### src/rtl/wb_vram_arbiter_pkg.sv
// Shared definitions for the VRAM arbiter: state encoding, default widths and
// the default VRAM base address.
package wb_vram_arbiter_pkg;

    localparam int unsigned ARB_ADR_W   = 32;
    localparam int unsigned ARB_DAT_W   = 32;
    localparam int unsigned ARB_TIMEOUT = 255;

    // Default VRAM window base, used by benches to address the frame buffer.
    localparam logic [31:0] VRAM_BASE = 32'h00f8_0000;

    typedef enum logic [1:0] {
        ARB_IDLE = 2'd0,
        ARB_GNT0 = 2'd1,
        ARB_GNT1 = 2'd2
    } arb_state_t;

endpackage

### src/rtl/wb_vram_arbiter_if.sv
// Wishbone bus bundle: request side (cyc/stb/we/adr/sel/dat_w) flows from
// master to slave, response side (dat_r/ack/err/rty) flows back.
interface wb_vram_arbiter_if
    import wb_vram_arbiter_pkg::*;
#(
    parameter int unsigned ADR_W = ARB_ADR_W,
    parameter int unsigned DAT_W = ARB_DAT_W
);
    logic                 cyc;
    logic                 stb;
    logic                 we;
    logic [ADR_W-1:0]     adr;
    logic [DAT_W/8-1:0]   sel;
    logic [DAT_W-1:0]     dat_w;
    logic [DAT_W-1:0]     dat_r;
    logic                 ack;
    logic                 err;
    logic                 rty;

    modport master (
        output cyc, stb, we, adr, sel, dat_w,
        input  dat_r, ack, err, rty
    );

    modport slave (
        input  cyc, stb, we, adr, sel, dat_w,
        output dat_r, ack, err, rty
    );

endinterface

### src/rtl/wb_vram_arbiter_watchdog.sv
// Strobe watchdog: counts unterminated strobe cycles and fires a one-cycle
// pulse when a slave access has hung for TIMEOUT cycles.
module wb_watchdog
    import wb_vram_arbiter_pkg::*;
#(
    parameter int unsigned TIMEOUT = ARB_TIMEOUT
) (
    input  logic wb_clk_i,
    input  logic wb_rst_i,
    input  logic active,
    input  logic term,
    output logic fire
);
    localparam int unsigned      CNT_W   = $clog2(TIMEOUT + 1);
    localparam logic [CNT_W-1:0] FIRE_AT = CNT_W'(TIMEOUT - 1);
    localparam logic [CNT_W-1:0] CNT_MAX = {CNT_W{1'b1}};

    logic [CNT_W-1:0] cnt_reg;
    logic [CNT_W-1:0] cnt_next;

    // A real termination in the firing cycle wins, so term suppresses fire.
    assign fire = active & ~term & (cnt_reg == FIRE_AT);

    // Count stalled strobe cycles; restart on termination, idle strobe or fire.
    always_comb begin
        cnt_next = cnt_reg;
        if (!active || term || fire) begin
            cnt_next = '0;
        end else if (cnt_reg != CNT_MAX) begin
            cnt_next = cnt_reg + CNT_W'(1);
        end
    end

    // Counter register.
    always_ff @(posedge wb_clk_i or negedge wb_rst_i) begin
        if (!wb_rst_i) begin
            cnt_reg <= '0;
        end else begin
            cnt_reg <= cnt_next;
        end
    end

endmodule

### src/rtl/wb_vram_arbiter.sv
// Two-master Wishbone arbiter in front of the VRAM slave. Master 0 is the
// video line fetch, master 1 the CPU data port. Grant is held for a whole cyc;
// a watchdog converts a hung slave access into an err termination.
module wb_vram_arbiter
    import wb_vram_arbiter_pkg::*;
#(
    parameter int unsigned ADR_W       = ARB_ADR_W,
    parameter int unsigned DAT_W       = ARB_DAT_W,
    parameter int unsigned TIMEOUT     = ARB_TIMEOUT,
    parameter bit          M0_PRIORITY = 1'b1
) (
    input  logic             wb_clk_i,
    input  logic             wb_rst_i,
    wb_vram_arbiter_if.slave m0,
    wb_vram_arbiter_if.slave m1,
    wb_vram_arbiter_if.master s,
    output logic             m0_gnt_o,
    output logic             m1_gnt_o,
    output logic             tmo_o
);
    localparam int unsigned SEL_W = DAT_W / 8;

    arb_state_t       state_reg;
    arb_state_t       state_next;
    logic             last_gnt_reg;   // 0: master 0 granted last, 1: master 1
    logic             last_gnt_next;
    logic             m0_gnt_reg;
    logic             m1_gnt_reg;

    logic [1:0]       req_cyc;
    logic [1:0]       req_stb;
    logic [1:0]       gnt_vec;
    logic [1:0]       ack_vec;
    logic [1:0]       err_vec;
    logic [1:0]       rty_vec;

    logic             cyc_mux;
    logic             stb_mux;
    logic             we_mux;
    logic [ADR_W-1:0] adr_mux;
    logic [SEL_W-1:0] sel_mux;
    logic [DAT_W-1:0] dat_mux;

    logic             wd_active;
    logic             wd_term;
    logic             wd_fire;

    assign req_cyc = {m1.cyc, m0.cyc};
    assign req_stb = {m1.stb, m0.stb};
    assign gnt_vec = {m1_gnt_reg, m0_gnt_reg};

    // Next grant: arbitrate from IDLE, hand over directly when the owner drops cyc.
    always_comb begin
        state_next    = state_reg;
        last_gnt_next = last_gnt_reg;
        case (state_reg)
            ARB_IDLE: begin
                if (req_cyc == 2'b11) begin
                    state_next = (M0_PRIORITY || last_gnt_reg) ? ARB_GNT0 : ARB_GNT1;
                end else if (req_cyc[0]) begin
                    state_next = ARB_GNT0;
                end else if (req_cyc[1]) begin
                    state_next = ARB_GNT1;
                end
            end
            ARB_GNT0: begin
                if (!req_cyc[0]) begin
                    state_next = req_cyc[1] ? ARB_GNT1 : ARB_IDLE;
                end
            end
            ARB_GNT1: begin
                if (!req_cyc[1]) begin
                    state_next = req_cyc[0] ? ARB_GNT0 : ARB_IDLE;
                end
            end
            default: state_next = ARB_IDLE;
        endcase
        if (state_next == ARB_GNT0) begin
            last_gnt_next = 1'b0;
        end else if (state_next == ARB_GNT1) begin
            last_gnt_next = 1'b1;
        end
    end

    // Grant FSM with registered grant outputs.
    always_ff @(posedge wb_clk_i or negedge wb_rst_i) begin
        if (!wb_rst_i) begin
            state_reg    <= ARB_IDLE;
            last_gnt_reg <= 1'b1;
            m0_gnt_reg   <= 1'b0;
            m1_gnt_reg   <= 1'b0;
        end else begin
            state_reg    <= state_next;
            last_gnt_reg <= last_gnt_next;
            m0_gnt_reg   <= (state_next == ARB_GNT0);
            m1_gnt_reg   <= (state_next == ARB_GNT1);
        end
    end

    // Forward the granted master's request to the slave; nothing in IDLE.
    always_comb begin
        cyc_mux = 1'b0;
        stb_mux = 1'b0;
        we_mux  = 1'b0;
        adr_mux = '0;
        sel_mux = '0;
        dat_mux = '0;
        case (state_reg)
            ARB_GNT0: begin
                cyc_mux = m0.cyc;
                stb_mux = m0.stb;
                we_mux  = m0.we;
                adr_mux = m0.adr;
                sel_mux = m0.sel;
                dat_mux = m0.dat_w;
            end
            ARB_GNT1: begin
                cyc_mux = m1.cyc;
                stb_mux = m1.stb;
                we_mux  = m1.we;
                adr_mux = m1.adr;
                sel_mux = m1.sel;
                dat_mux = m1.dat_w;
            end
            default: ;
        endcase
    end

    // Watchdog sees the unmasked strobe so the stb mask cannot feed back into fire.
    assign wd_active = cyc_mux & stb_mux;
    assign wd_term   = s.ack | s.err | s.rty;

    wb_watchdog #(
        .TIMEOUT (TIMEOUT)
    ) u_watchdog (
        .wb_clk_i (wb_clk_i),
        .wb_rst_i (wb_rst_i),
        .active   (wd_active),
        .term     (wd_term),
        .fire     (wd_fire)
    );

    assign s.cyc   = cyc_mux;
    assign s.stb   = stb_mux & ~wd_fire;
    assign s.we    = we_mux;
    assign s.adr   = adr_mux;
    assign s.sel   = sel_mux;
    assign s.dat_w = dat_mux;

    // Terminations go only to the granted master, gated by its own strobe.
    // Simultaneous ack/err from the slave pass through untouched.
    for (genvar gi = 0; gi < 2; gi++) begin : g_term
        assign ack_vec[gi] = s.ack & gnt_vec[gi] & req_stb[gi];
        assign err_vec[gi] = (s.err | wd_fire) & gnt_vec[gi] & req_stb[gi];
        assign rty_vec[gi] = s.rty & gnt_vec[gi] & req_stb[gi];
    end

    assign m0.ack   = ack_vec[0];
    assign m0.err   = err_vec[0];
    assign m0.rty   = rty_vec[0];
    assign m1.ack   = ack_vec[1];
    assign m1.err   = err_vec[1];
    assign m1.rty   = rty_vec[1];
    assign m0.dat_r = s.dat_r;
    assign m1.dat_r = s.dat_r;

    assign m0_gnt_o = m0_gnt_reg;
    assign m1_gnt_o = m1_gnt_reg;
    assign tmo_o    = wd_fire;

endmodule

### src/flat_wrapper.sv
// flat-port wrapper written by rule: the top's interface ports become plain ports
module wb_vram_arbiter_flat import wb_vram_arbiter_pkg::*;
#(
    parameter int unsigned ADR_W       = ARB_ADR_W,
    parameter int unsigned DAT_W       = ARB_DAT_W,
    parameter int unsigned TIMEOUT     = ARB_TIMEOUT,
    parameter bit          M0_PRIORITY = 1'b1
)
  (wb_clk_i, wb_rst_i, m0_gnt_o, m1_gnt_o, tmo_o, m0_cyc, m0_stb, m0_we, m0_adr, m0_sel, m0_dat_w, m0_dat_r, m0_ack, m0_err, m0_rty, m1_cyc, m1_stb, m1_we, m1_adr, m1_sel, m1_dat_w, m1_dat_r, m1_ack, m1_err, m1_rty, s_cyc, s_stb, s_we, s_adr, s_sel, s_dat_w, s_dat_r, s_ack, s_err, s_rty);
  wb_vram_arbiter_if #(.ADR_W(ADR_W), .DAT_W(DAT_W)) m0_i ();
  wb_vram_arbiter_if #(.ADR_W(ADR_W), .DAT_W(DAT_W)) m1_i ();
  wb_vram_arbiter_if #(.ADR_W(ADR_W), .DAT_W(DAT_W)) s_i ();
  input  logic wb_clk_i;
  input  logic wb_rst_i;
  output logic m0_gnt_o;
  output logic m1_gnt_o;
  output logic tmo_o;
  input wire logic [$bits(m0_i.cyc)-1:0] m0_cyc;
  input wire logic [$bits(m0_i.stb)-1:0] m0_stb;
  input wire logic [$bits(m0_i.we)-1:0] m0_we;
  input wire logic [$bits(m0_i.adr)-1:0] m0_adr;
  input wire logic [$bits(m0_i.sel)-1:0] m0_sel;
  input wire logic [$bits(m0_i.dat_w)-1:0] m0_dat_w;
  output wire logic [$bits(m0_i.dat_r)-1:0] m0_dat_r;
  output wire logic [$bits(m0_i.ack)-1:0] m0_ack;
  output wire logic [$bits(m0_i.err)-1:0] m0_err;
  output wire logic [$bits(m0_i.rty)-1:0] m0_rty;
  input wire logic [$bits(m1_i.cyc)-1:0] m1_cyc;
  input wire logic [$bits(m1_i.stb)-1:0] m1_stb;
  input wire logic [$bits(m1_i.we)-1:0] m1_we;
  input wire logic [$bits(m1_i.adr)-1:0] m1_adr;
  input wire logic [$bits(m1_i.sel)-1:0] m1_sel;
  input wire logic [$bits(m1_i.dat_w)-1:0] m1_dat_w;
  output wire logic [$bits(m1_i.dat_r)-1:0] m1_dat_r;
  output wire logic [$bits(m1_i.ack)-1:0] m1_ack;
  output wire logic [$bits(m1_i.err)-1:0] m1_err;
  output wire logic [$bits(m1_i.rty)-1:0] m1_rty;
  output wire logic [$bits(s_i.cyc)-1:0] s_cyc;
  output wire logic [$bits(s_i.stb)-1:0] s_stb;
  output wire logic [$bits(s_i.we)-1:0] s_we;
  output wire logic [$bits(s_i.adr)-1:0] s_adr;
  output wire logic [$bits(s_i.sel)-1:0] s_sel;
  output wire logic [$bits(s_i.dat_w)-1:0] s_dat_w;
  input wire logic [$bits(s_i.dat_r)-1:0] s_dat_r;
  input wire logic [$bits(s_i.ack)-1:0] s_ack;
  input wire logic [$bits(s_i.err)-1:0] s_err;
  input wire logic [$bits(s_i.rty)-1:0] s_rty;
  assign m0_i.cyc = m0_cyc;
  assign m0_i.stb = m0_stb;
  assign m0_i.we = m0_we;
  assign m0_i.adr = m0_adr;
  assign m0_i.sel = m0_sel;
  assign m0_i.dat_w = m0_dat_w;
  assign m0_dat_r = m0_i.dat_r;
  assign m0_ack = m0_i.ack;
  assign m0_err = m0_i.err;
  assign m0_rty = m0_i.rty;
  assign m1_i.cyc = m1_cyc;
  assign m1_i.stb = m1_stb;
  assign m1_i.we = m1_we;
  assign m1_i.adr = m1_adr;
  assign m1_i.sel = m1_sel;
  assign m1_i.dat_w = m1_dat_w;
  assign m1_dat_r = m1_i.dat_r;
  assign m1_ack = m1_i.ack;
  assign m1_err = m1_i.err;
  assign m1_rty = m1_i.rty;
  assign s_cyc = s_i.cyc;
  assign s_stb = s_i.stb;
  assign s_we = s_i.we;
  assign s_adr = s_i.adr;
  assign s_sel = s_i.sel;
  assign s_dat_w = s_i.dat_w;
  assign s_i.dat_r = s_dat_r;
  assign s_i.ack = s_ack;
  assign s_i.err = s_err;
  assign s_i.rty = s_rty;
  wb_vram_arbiter #(.ADR_W(ADR_W), .DAT_W(DAT_W), .TIMEOUT(TIMEOUT), .M0_PRIORITY(M0_PRIORITY)) u_core (.wb_clk_i(wb_clk_i), .wb_rst_i(wb_rst_i), .m0(m0_i), .m1(m1_i), .s(s_i), .m0_gnt_o(m0_gnt_o), .m1_gnt_o(m1_gnt_o), .tmo_o(tmo_o));
endmodule
### config.mk
export PLATFORM = sky130hd
export DESIGN_NAME = wb_vram_arbiter_flat
export DESIGN_NICKNAME = d
export VERILOG_FILES = /design/src/rtl/wb_vram_arbiter_pkg.sv /design/src/rtl/wb_vram_arbiter_if.sv /design/src/rtl/wb_vram_arbiter_watchdog.sv /design/src/rtl/wb_vram_arbiter.sv /design/src/flat_wrapper.sv
export SDC_FILE = /design/constraint.sdc
export NUM_CORES = 1
export LEC_CHECK = 0
export BUFFER_PORTS_ARGS = -buffer_cell sky130_fd_sc_hd__buf_2
export CELL_PAD_IN_SITES_DETAIL_PLACEMENT = 2
export CELL_PAD_IN_SITES_GLOBAL_PLACEMENT = 2
export CORE_MARGIN = 2
export CORE_UTILIZATION = 14
export DETAILED_ROUTE_END_ITERATION = 10
export PLACE_DENSITY = 0.89
export SLEW_MARGIN = 40
export SYNTH_ARGS = -nofsm -noshare
export SYNTH_HDL_FRONTEND = slang
export SYNTH_SLANG_ARGS = --single-unit
### constraint.sdc
create_clock -name wb_clk_i -period 4.3 [get_ports wb_clk_i]
set_input_delay 0.86 -clock wb_clk_i [delete_from_list [all_inputs] [get_ports wb_clk_i]]
set_output_delay 0.86 -clock wb_clk_i [all_outputs]
set_load 0.01 [all_outputs]
==> results of run 1 <==
[per-stage QoR]
step / power, mW / cell area [sq um] / std cells / util [%]
after detailed placement: 1.76 / 3220 / 667 / 19.5
after CTS: 1.96 / 3310 / 671 / 20.1
after global placement: 1.72 / 3210 / 667 / 19.5
after floorplan: 1.21 / 2360 / 306 / -
final: 1.90 / 3310 / 671 / 20.1
after global routing: 2.08 / 3310 / 671 / 20.1
[cells in the mapped netlist (2+ instances only)]
library cell	instances
a211oi_2	3
a21oi_1	2
a22o_4	2
a22oi_1	69
a31oi_1	3
and2_1	2
and3_1	6
buf_2	4
buf_4	66
clkbuf_1	18
dfrtp_1	12
ha_1	6
inv_1	4
nand2_1	4
nand4_2	2
nor2_1	9
nor2b_1	70
nor3_1	2
o211a_1	3
o211ai_1	2
o21ai_0	2
xnor2_1	2
[placed cells by master (no fill, tap or decap), types with 2 or more instances in the layout]
master,synthesis,final
o21ai_0,2,2
clkbuf_16,0,3
nand4_2,2,2
inv_1,4,4
xnor2_1,2,2
ha_2,0,2
nor3_1,2,2
a22oi_1,69,69
and3_1,6,6
ha_1,6,3
buf_4,66,4
a211oi_2,3,3
o211ai_1,2,2
buf_2,4,226
o211a_1,3,3
nor2_1,9,9
and2_1,2,2
a21oi_1,2,2
a22o_4,2,2
nand2_1,4,4
dfrtp_1,12,12
a31oi_1,3,3
nor2b_1,70,70
[final timing paths]
path	startpoint	end	slack, ns	cells after the start
hold reg to reg	u_core.u_watchdog.cnt_reg[0]	u_core.u_watchdog.cnt_reg[0]	0.64	2
setup reg to reg	u_core.state_reg[0]	u_core.u_watchdog.cnt_reg[6]	1.97	7
setup / recovery	u_core.state_reg[0]	m0_err	1.05	8
min in group wb_clk_i	u_core.u_watchdog.cnt_reg[0]	u_core.u_watchdog.cnt_reg[0]	0.64	2
max in group asynchronous	wb_rst_i	u_core.u_watchdog.cnt_reg[4]	3.58	1
hold / removal	wb_rst_i	u_core.u_watchdog.cnt_reg[1]	0.50	1
[final cells by class]
| class | count | area [sq um] | area share, % |
|---|---|---|---|
| Timing Repair Buffer | 230 | 1160 | 35.0 |
| Inverter | 4 | 15.0 | 0.453 |
| Sequential cell | 12 | 300 | 9.06 |
| Tap cell | 220 | 275 | 8.31 |
| Multi-Input combinational cell | 201 | 1470 | 44.4 |
| Clock buffer | 4 | 88.8 | 2.68 |
[power by group]
part           total (mW)  switching (mW)  internal [mW]  leakage, nW
clock               0.193          0.0527          0.141       0.0442
sequential          0.156          0.0251          0.131        0.163
combinational        1.55           0.871          0.679         1.49
total                1.90           0.948          0.951         1.70
[layer usage]
layer	vias to the layer above	track usage, %	wire (um)
met5	-	0	0
met4	0	1.12	43
met3	6	3.74	1140
met2	154	22.1	5950
met1	1332	13.1	4330
li1	1314	-	-
[kinds of logic (layout without fill, tap and decap cells)]
logic type               count (synthesis)  after routing  share of synthesized area (%)
adder cells (fa/ha/maj)                  6              6                           3.17
buffers and inverters                   93            238                           25.8
multiplexers                             1              1                          0.476
AO/OA/AOI/OAI                           88             88                           29.3
flip-flops                              12             12                           12.7
AND/OR/NAND/NOR                        103            103                           27.5
XOR/XNOR                                 3              3                           1.11
==> impl_metrics.yaml, run 1 <==
global_routing:
  grt_pass1_wl_mm: 16.9
  overflow: 0
  track_usage_pct: 11.7
  antenna_found_initial: 0
  grt_pass1_vias: 2929
  grt_start_max_net_pins: 46
sta:
  finalClockSkew_ns: 0.00244
  tns_ns: 0
  hold_ws_ns: 0.495
  worst_pin_slew_ns: 0.545
  relSlewSlack_pct: 63.7
  setup_violations: 0
  drv_slew: 0
  grt_setup_unrepaired: "false"
  fin_crit_sh_pct: 75.6
  fmax_ghz: 0.308
  post-route-min-period_ns: 3.25
  final_hold_viol_count: 0
  fin_ws_ns: 1.05
die:
  dieArea_sq_mm: 0.0179
  io-pin-count: 323
  die_w_um: 134
  die_h_um: 134
  num_rows: 47
  start_util_pct: 14.3
  core_sq_mm: 0.0165
clock_tree:
  clock_latency_ns: 0.24
  clockRootBuffer: "clkbuf_16"
  clock-sinks: 12
  post-cts-setup-buffers: 0
  clk_pin_slew_worst_paths_ns: 0.05
  cts_tree: "built"
  cts_buffers: 3
  cts_resized: 0
  htree_levels: 1
  cts_hold_buf: 0
  clock_path_buffers: 2
setup_path:
  cp_cell_sequence: "inv_1 -> ha_2 -> buf_4 -> a22o_4 -> nand4_2 -> nor4_4 -> o211a_1 -> buf_2"
  path_class: "flop to output port"
  critPathBufInv: 3
  crit_fanout: 42
  crit_family: "buffers and inverters"
  start_kind: "flop"
  worstPathRequired_ns: 3.44
  arrival_ns: 2.39
  cpPeakStageDelay_ns: 0.46
  end_kind: "output port"
  crit_slowest_cell: "dfrtp_1"
worst_hold_path:
  worstHoldPathType: "primary input to asynchronous set/reset pin"
layout:
  largest_register_ffs: 8
  n_antenna_cell: 0
  synthToLayoutAreaGrowth_pct: 40.1
  nNetsFinal: 637
  fillCellCount: 1997
  drive_gt1_share_pct: 54.8
logic_synthesis:
  synth_cell_types: 35
  syn_inst: 306
  synth-async-reset-ratio_pct: 100
  yosys_warnings: 0
  syn_avg_cell_area_sq_um: 7.73
  seq_area_frac_synth_pct: 12.7
  synth_top_cell_area_share_pct: 21.9
  ys_ff_latch: 12
  synth_area_leader_cell: "a22oi_1"
  synthesis.nets: 491
  ys.flop_type: "dfrtp_1"
  synth_edf_count: 0
  synth.area.top_cells: "a22oi_1, buf_4, nor2b_1, dfrtp_1, ha_1"
  synth_area_sq_mm: 0.00236
routing:
  via_per_inst: 4.18
  drtAntennaViolNets: 0
  firstDrtPassIters: 4
  num_vias: 2806
  drt_iter0_markers: 108
  routed_wl_mm: 11.5
  drcViolationCount: 0
  wire_per_inst_um: 17.1
power:
  leakage_nw: 1.70
  peakVddDrop_v: 0.000225
  p_per_area_mw_per_mm2: 573
placement:
  place_ws_ns: 1.23
  place_congestion: 0.742
  dp_hpwl_mm: 9.25
  io_buffer_count: 226
outcome:
  run_status: "finished, final reports clean"
run:
  drv_cap: 0
(Power assumes the default switching activity.)
==> run 2: changes to the inputs <==
--- a/config.mk
+++ b/config.mk
@@ -5,13 +5,14 @@
 export SDC_FILE = /design/constraint.sdc
 export NUM_CORES = 1
 export LEC_CHECK = 0
+export ABC_AREA = 1
 export BUFFER_PORTS_ARGS = -buffer_cell sky130_fd_sc_hd__buf_2
 export CELL_PAD_IN_SITES_DETAIL_PLACEMENT = 2
 export CELL_PAD_IN_SITES_GLOBAL_PLACEMENT = 2
 export CORE_MARGIN = 2
-export CORE_UTILIZATION = 14
+export CORE_UTILIZATION = 12
 export DETAILED_ROUTE_END_ITERATION = 10
-export PLACE_DENSITY = 0.89
+export PLACE_DENSITY = 0.85
 export SLEW_MARGIN = 40
 export SYNTH_ARGS = -nofsm -noshare
 export SYNTH_HDL_FRONTEND = slang
==> constraint.sdc (replaced) <==
create_clock -name wb_clk_i -period 3 [get_ports wb_clk_i]
set_input_delay 0.6 -clock wb_clk_i [delete_from_list [all_inputs] [get_ports wb_clk_i]]
set_output_delay 0.6 -clock wb_clk_i [all_outputs]
set_load 0.01 [all_outputs]
==> run 2 against run 1 <==
Effect of this change: sequential power rose by 38%; via count grew 12%; register-to-register slack worse by 0.56 ns; largest cell class unchanged; count of clock-buffer cells in the layout decreased by 1; non-clock buffer count up 2; worst setup slack worse by 0.56 ns; largest power group unchanged; highest routed layer unchanged; sequential share of layout area fell by 0.11 points; combinational power increased by 25%; routed wire length rose by 1.1%; critical path depth fell by 2; core utilization shrank 2.8 points; sequential cell count unchanged.
==> impl_metrics.yaml, run 2 <==
clock_tree:
  clock-sinks: 12
  htree_levels: 1
  cts_tree: "built"
  cts_resized: 0
  clockRootBuffer: "clkbuf_16"
  clock_latency_ns: 0.24
  post-cts-setup-buffers: 0
  cts_buffers: 3
  clk_pin_slew_worst_paths_ns: 0.04
  clock_path_buffers: 2
  cts_hold_buf: 0
layout:
  drive_gt1_share_pct: 45.2
  largest_register_ffs: 8
  synthToLayoutAreaGrowth_pct: 42.2
  n_antenna_cell: 0
  stdcell_count: 831
  final_common_cell: "buf_2"
  final_cell_mix: "buf_2, nand2_1, a21oi_1, inv_1, nor2_1"
  nNetsFinal: 753
  design_area_sq_mm: 0.00335
run:
  drv_cap: 0
logic_synthesis:
  syn_inst: 418
  yosysMostFrequentCell: "nand2_1"
  synth_cell_types: 24
  seq_area_frac_synth_pct: 12.7
  yosys_warnings: 0
  synth_common_cells: "nand2_1, a21oi_1, buf_4"
  synthesis.nets: 603
  synth_area_sq_mm: 0.00236
  synth.area.top_cells: "nand2_1, buf_4, a21oi_1, dfrtp_1, inv_1"
  syn_avg_cell_area_sq_um: 5.64
  synth_area_leader_cell: "nand2_1"
  ys.flop_type: "dfrtp_1"
  synth_edf_count: 0
  synth_top_cell_area_share_pct: 26.3
  ys_ff_latch: 12
  synth-async-reset-ratio_pct: 100
outcome:
  run_status: "finished, final reports clean"
setup_path:
  crit_family: "buffers and inverters"
  end_kind: "output port"
  cp.depth: 6
  crit_fanout: 50
  rrSetupSlack_ns: 1.41
  critPathBufInv: 3
  worstPathRequired_ns: 2.40
  cpPeakStageDelay_ns: 0.43
  start_kind: "flop"
  arrival_ns: 1.91
  cp_cell_sequence: "inv_1 -> ha_2 -> buf_4 -> nand2_1 -> a21oi_1 -> buf_2"
  crit_slowest_cell: "buf_4"
  path_class: "flop to output port"
  r2r_cells: 7
sta:
  post-route-min-period_ns: 2.51
  grt_setup_unrepaired: "false"
  drv_slew: 0
  relSlewSlack_pct: 65.0
  setup_violations: 0
  worst_pin_slew_ns: 0.525
  final_hold_viol_count: 0
  fin_crit_sh_pct: 83.6
  tns_ns: 0
  finalClockSkew_ns: 0.000540
  hold_ws_ns: 0.244
  fmax_ghz: 0.399
worst_hold_path:
  worstHoldPathType: "primary input to asynchronous set/reset pin"
power:
  report.power.total_mw: 2.40
  p_per_area_mw_per_mm2: 714
  leakage_nw: 1.78
  peakVddDrop_v: 0.000214
die:
  die_h_um: 144
  core_sq_mm: 0.0194
  start_util_pct: 12.2
  num_rows: 51
  dieArea_sq_mm: 0.0208
  die_w_um: 144
  io-pin-count: 323
placement:
  dp_hpwl_mm: 9.74
  post-place-cells: 828
  placed_cell_area_sq_mm: 0.00328
  place_congestion: 0.718
  io_buffer_count: 226
global_routing:
  grt_pass1_vias: 3066
  grt_start_max_net_pins: 51
  antenna_found_initial: 0
  track_usage_pct: 9.62
  grt_pass1_wl_mm: 15.9
  overflow: 0
routing:
  drcViolationCount: 0
  firstDrtPassIters: 3
  drt_iter0_markers: 42
  num_vias: 3137
  wire_per_inst_um: 13.9
  via_per_inst: 3.77
  routed_wl_mm: 11.6
  drtAntennaViolNets: 0
[run 2: cell count changes after synthesis, moves of 6 or more]
cell,previous run,this run
nor2_1,9,17
nor2b_1,70,0
a21oi_1,2,71
inv_1,4,22
a22oi_1,69,0
nand2_1,4,165
clkbuf_1,18,7
and3_1,6,0
buf_2,4,14
nand3_1,1,8
[run 2: worst reg2reg max path, delay by kind of cell (launching register included)]
kind	cells	cell delay, ns
adder cells (fa/ha/maj)	1	0.21
AND/OR/NAND/NOR	4	0.44
buffers and inverters	2	0.46
flip-flops	1	0.41
[run 2: stage by stage]
stage	worst slack, ns	util (%)
4_1_cts	0.412	17.3
3_3_place_gp	0.742	16.9
5_1_grt	0.359	17.3
6_report	0.491	17.3
2_1_floorplan	1.04	-
3_5_place_dp	0.674	16.9
[run 2: cell type report]
cell class | count | area (sq um)
timing repair buffer | 232 | 1180
tap | 265 | 332
clock buffer | 3 | 75.1
inverter | 24 | 90.1
multi-input combinational | 295 | 1380
sequential | 12 | 300
fill | 2479 | 16000
[run 2: final timing paths]
| check | startpoint | to |
|---|---|---|
| max | u_core.state_reg[1] | s_dat_w[15] |
| min | wb_rst_i | u_core.u_watchdog.cnt_reg[3] |
| max reg2reg | u_core.state_reg[0] | u_core.m0_gnt_o |
| min reg2reg | u_core.u_watchdog.cnt_reg[2] | u_core.u_watchdog.cnt_reg[2] |
| max in group asynchronous | wb_rst_i | u_core.m0_gnt_o |
| min in group wb_clk_i | u_core.u_watchdog.cnt_reg[2] | u_core.u_watchdog.cnt_reg[2] |
[run 2: kinds of logic (layout without fill, tap and decap cells)]
logic type | count (synthesis) | count (layout) | share of synthesized area (%)
AND/OR/NAND/NOR | 206 | 206 | 36.3
buffers and inverters | 111 | 259 | 28.9
AO/OA/AOI/OAI | 80 | 80 | 17.7
flip-flops | 12 | 12 | 12.7
adder cells (fa/ha/maj) | 6 | 6 | 3.18
XOR/XNOR | 3 | 3 | 1.11
[run 2: layer usage]
layer | global-route usage [%] | up-vias | wire length, um
met4 | 2.35 | 0 | 123
met1 | 10.4 | 1449 | 4350
li1 | - | 1545 | -
met2 | 18.0 | 128 | 5980
met5 | 0 | - | 0
met3 | 3.18 | 15 | 1140
[run 2: where the power goes]
| part | switching [mW] | internal, mW | leakage [nW] |
|---|---|---|---|
| clock network | 0.0711 | 0.174 | 0.0370 |
| registers | 0.0268 | 0.188 | 0.164 |
| logic | 1.30 | 0.634 | 1.58 |
| total | 1.40 | 0.996 | 1.78 |
==> run 3: changes to the inputs <==
--- a/config.mk
+++ b/config.mk
@@ -10,9 +10,9 @@
 export CELL_PAD_IN_SITES_DETAIL_PLACEMENT = 2
 export CELL_PAD_IN_SITES_GLOBAL_PLACEMENT = 2
 export CORE_MARGIN = 2
-export CORE_UTILIZATION = 12
+export CORE_UTILIZATION = 11
 export DETAILED_ROUTE_END_ITERATION = 10
-export PLACE_DENSITY = 0.85
+export PLACE_DENSITY = 0.82
 export SLEW_MARGIN = 40
 export SYNTH_ARGS = -nofsm -noshare
 export SYNTH_HDL_FRONTEND = slang
==> constraint.sdc (replaced) <==
create_clock -name wb_clk_i -period 2.3 [get_ports wb_clk_i]
set_input_delay 0.46 -clock wb_clk_i [delete_from_list [all_inputs] [get_ports wb_clk_i]]
set_output_delay 0.46 -clock wb_clk_i [all_outputs]
set_load 0.01 [all_outputs]
==> run 3 against run 2 <==
Effect of this change: routed wire length rose by 4.5%; critical path depth rose by 3; worst setup slack got worse by 0.41 ns; highest routed layer unchanged.
==> impl_metrics.yaml, run 3 (synthesized netlist as in run 2, its figures left out) <==
outcome:
  run_status: "finished, final reports clean"
sta:
  relSlewSlack_pct: 77.4
  post-route-min-period_ns: 2.22
  final_hold_viol_count: 0
  grt_setup_unrepaired: "true"
  worst_pin_slew_ns: 0.339
  fin_crit_sh_pct: 96.3
  drv_slew: 0
  tns_ns: 0
  hold_ws_ns: 0.107
  fin_ws_ns: 0.0841
  finalClockSkew_ns: 0.00542
  fmax_ghz: 0.451
  setup_violations: 0
layout:
  finish.utilization_pct: 16.6
  largest_register_ffs: 8
  fillCellCount: 2630
  final_common_cell: "buf_2"
  multiInputGateArea_sq_mm: 0.00141
  stdcell_count: 843
  final_cell_mix: "buf_2, nand2_1, a21oi_1, inv_1, nor2_1"
  drive_gt1_share_pct: 46.3
  design_area_sq_mm: 0.00348
  synthToLayoutAreaGrowth_pct: 47.6
  n_antenna_cell: 0
  nNetsFinal: 754
  seq_area_sq_um: 303
placement:
  dp_hpwl_mm: 10.0
  post-place-cells: 838
  place_ws_ns: 0.186
  io_buffer_count: 226
  place_congestion: 0.707
  placed_cell_area_sq_mm: 0.00334
routing:
  firstDrtPassIters: 4
  num_vias: 3127
  drcViolationCount: 0
  drtAntennaViolNets: 0
  via_per_inst: 3.71
  drt_iter0_markers: 42
  routed_wl_mm: 12.1
  wire_per_inst_um: 14.4
setup_path:
  crit_slowest_cell: "dfrtp_2"
  crit_fanout: 5
  path_class: "flop to output port"
  critPathBufInv: 3
  cp_cell_sequence: "inv_2 -> ha_4 -> nand2_1 -> nand2_2 -> inv_1 -> nor2_1 -> nand3_1 -> a21oi_1 -> buf_2"
  start_kind: "flop"
  end_kind: "output port"
  arrival_ns: 1.76
  crit_family: "flip-flops"
  cpPeakStageDelay_ns: 0.44
  worstPathRequired_ns: 1.84
power:
  report.power.total_mw: 3.41
  peakVddDrop_v: 0.000571
  p_per_area_mw_per_mm2: 981
  leakage_nw: 1.81
global_routing:
  grt_pass1_wl_mm: 16.9
  track_usage_pct: 9.39
  antenna_found_initial: 0
  grt_pass1_vias: 3183
  overflow: 0
  grt_start_max_net_pins: 61
clock_tree:
  clk_pin_slew_worst_paths_ns: 0.05
  clock_latency_ns: 0.24
  cts_buffers: 3
  clock_path_buffers: 2
  htree_levels: 1
  clockRootBuffer: "clkbuf_16"
  cts_tree: "built"
  clock-sinks: 12
die:
  io-pin-count: 323
  core_sq_mm: 0.0210
  die_w_um: 150
  dieArea_sq_mm: 0.0226
  start_util_pct: 11.2
  die_h_um: 150
  num_rows: 53
worst_hold_path:
  worstHoldPathType: "primary input to asynchronous set/reset pin"
run:
  drv_cap: 0
run 3: area by class of cell:
| cell class | instances | area share, % |
|---|---|---|
| clock buffers | 4 | 2.55 |
| inverters | 24 | 2.59 |
| multi-input cells | 295 | 40.4 |
| flip-flops and latches | 12 | 8.70 |
| well taps | 275 | 9.88 |
| repair buffers | 233 | 35.9 |
run 3: repair_timing:
action                                  CTS  global route
endpoints found under the setup margin    4            22
setup buffers                             0             1
resized for setup                         2             6
hold buffers                              0             0
gates cloned                              0             0
run 3: path summary, 6_finish.rpt:
kind | start | to | slack [ns] | depth (start not counted)
setup / recovery | u_core.state_reg[0] | m1_err | 0.08 | 9
hold / removal | wb_rst_i | u_core.u_watchdog.cnt_reg[5] | 0.11 | 1
setup reg to reg | u_core.state_reg[0] | u_core.m0_gnt_o | 0.83 | 7
hold reg to reg | u_core.u_watchdog.cnt_reg[2] | u_core.u_watchdog.cnt_reg[2] | 0.61 | 2
max in group asynchronous | wb_rst_i | u_core.state_reg[1] | 1.93 | 1
min in group wb_clk_i | u_core.u_watchdog.cnt_reg[2] | u_core.u_watchdog.cnt_reg[2] | 0.61 | 2
run 3: worst reg2reg max path, delay by kind of cell, from the launching register on:
| kind | cells | cell delay (ns) |
|---|---|---|
| simple gates | 4 | 0.41 |
| flops | 1 | 0.44 |
| buf+inv | 2 | 0.37 |
| fa+ha+maj | 1 | 0.18 |
run 3: routing by layer:
metal	wire [um]	up-vias	track usage, %
li1	-	1542	-
met1	4500	1446	10.2
met2	6410	130	18.2
met3	1150	9	2.85
met4	57	0	1.23
met5	0	-	0
run 3: power breakdown:
| part | switching [mW] | internal (mW) |
|---|---|---|
| registers | 0.0477 | 0.249 |
| clock network | 0.0903 | 0.262 |
| logic | 1.77 | 0.995 |
| total | 1.91 | 1.51 |
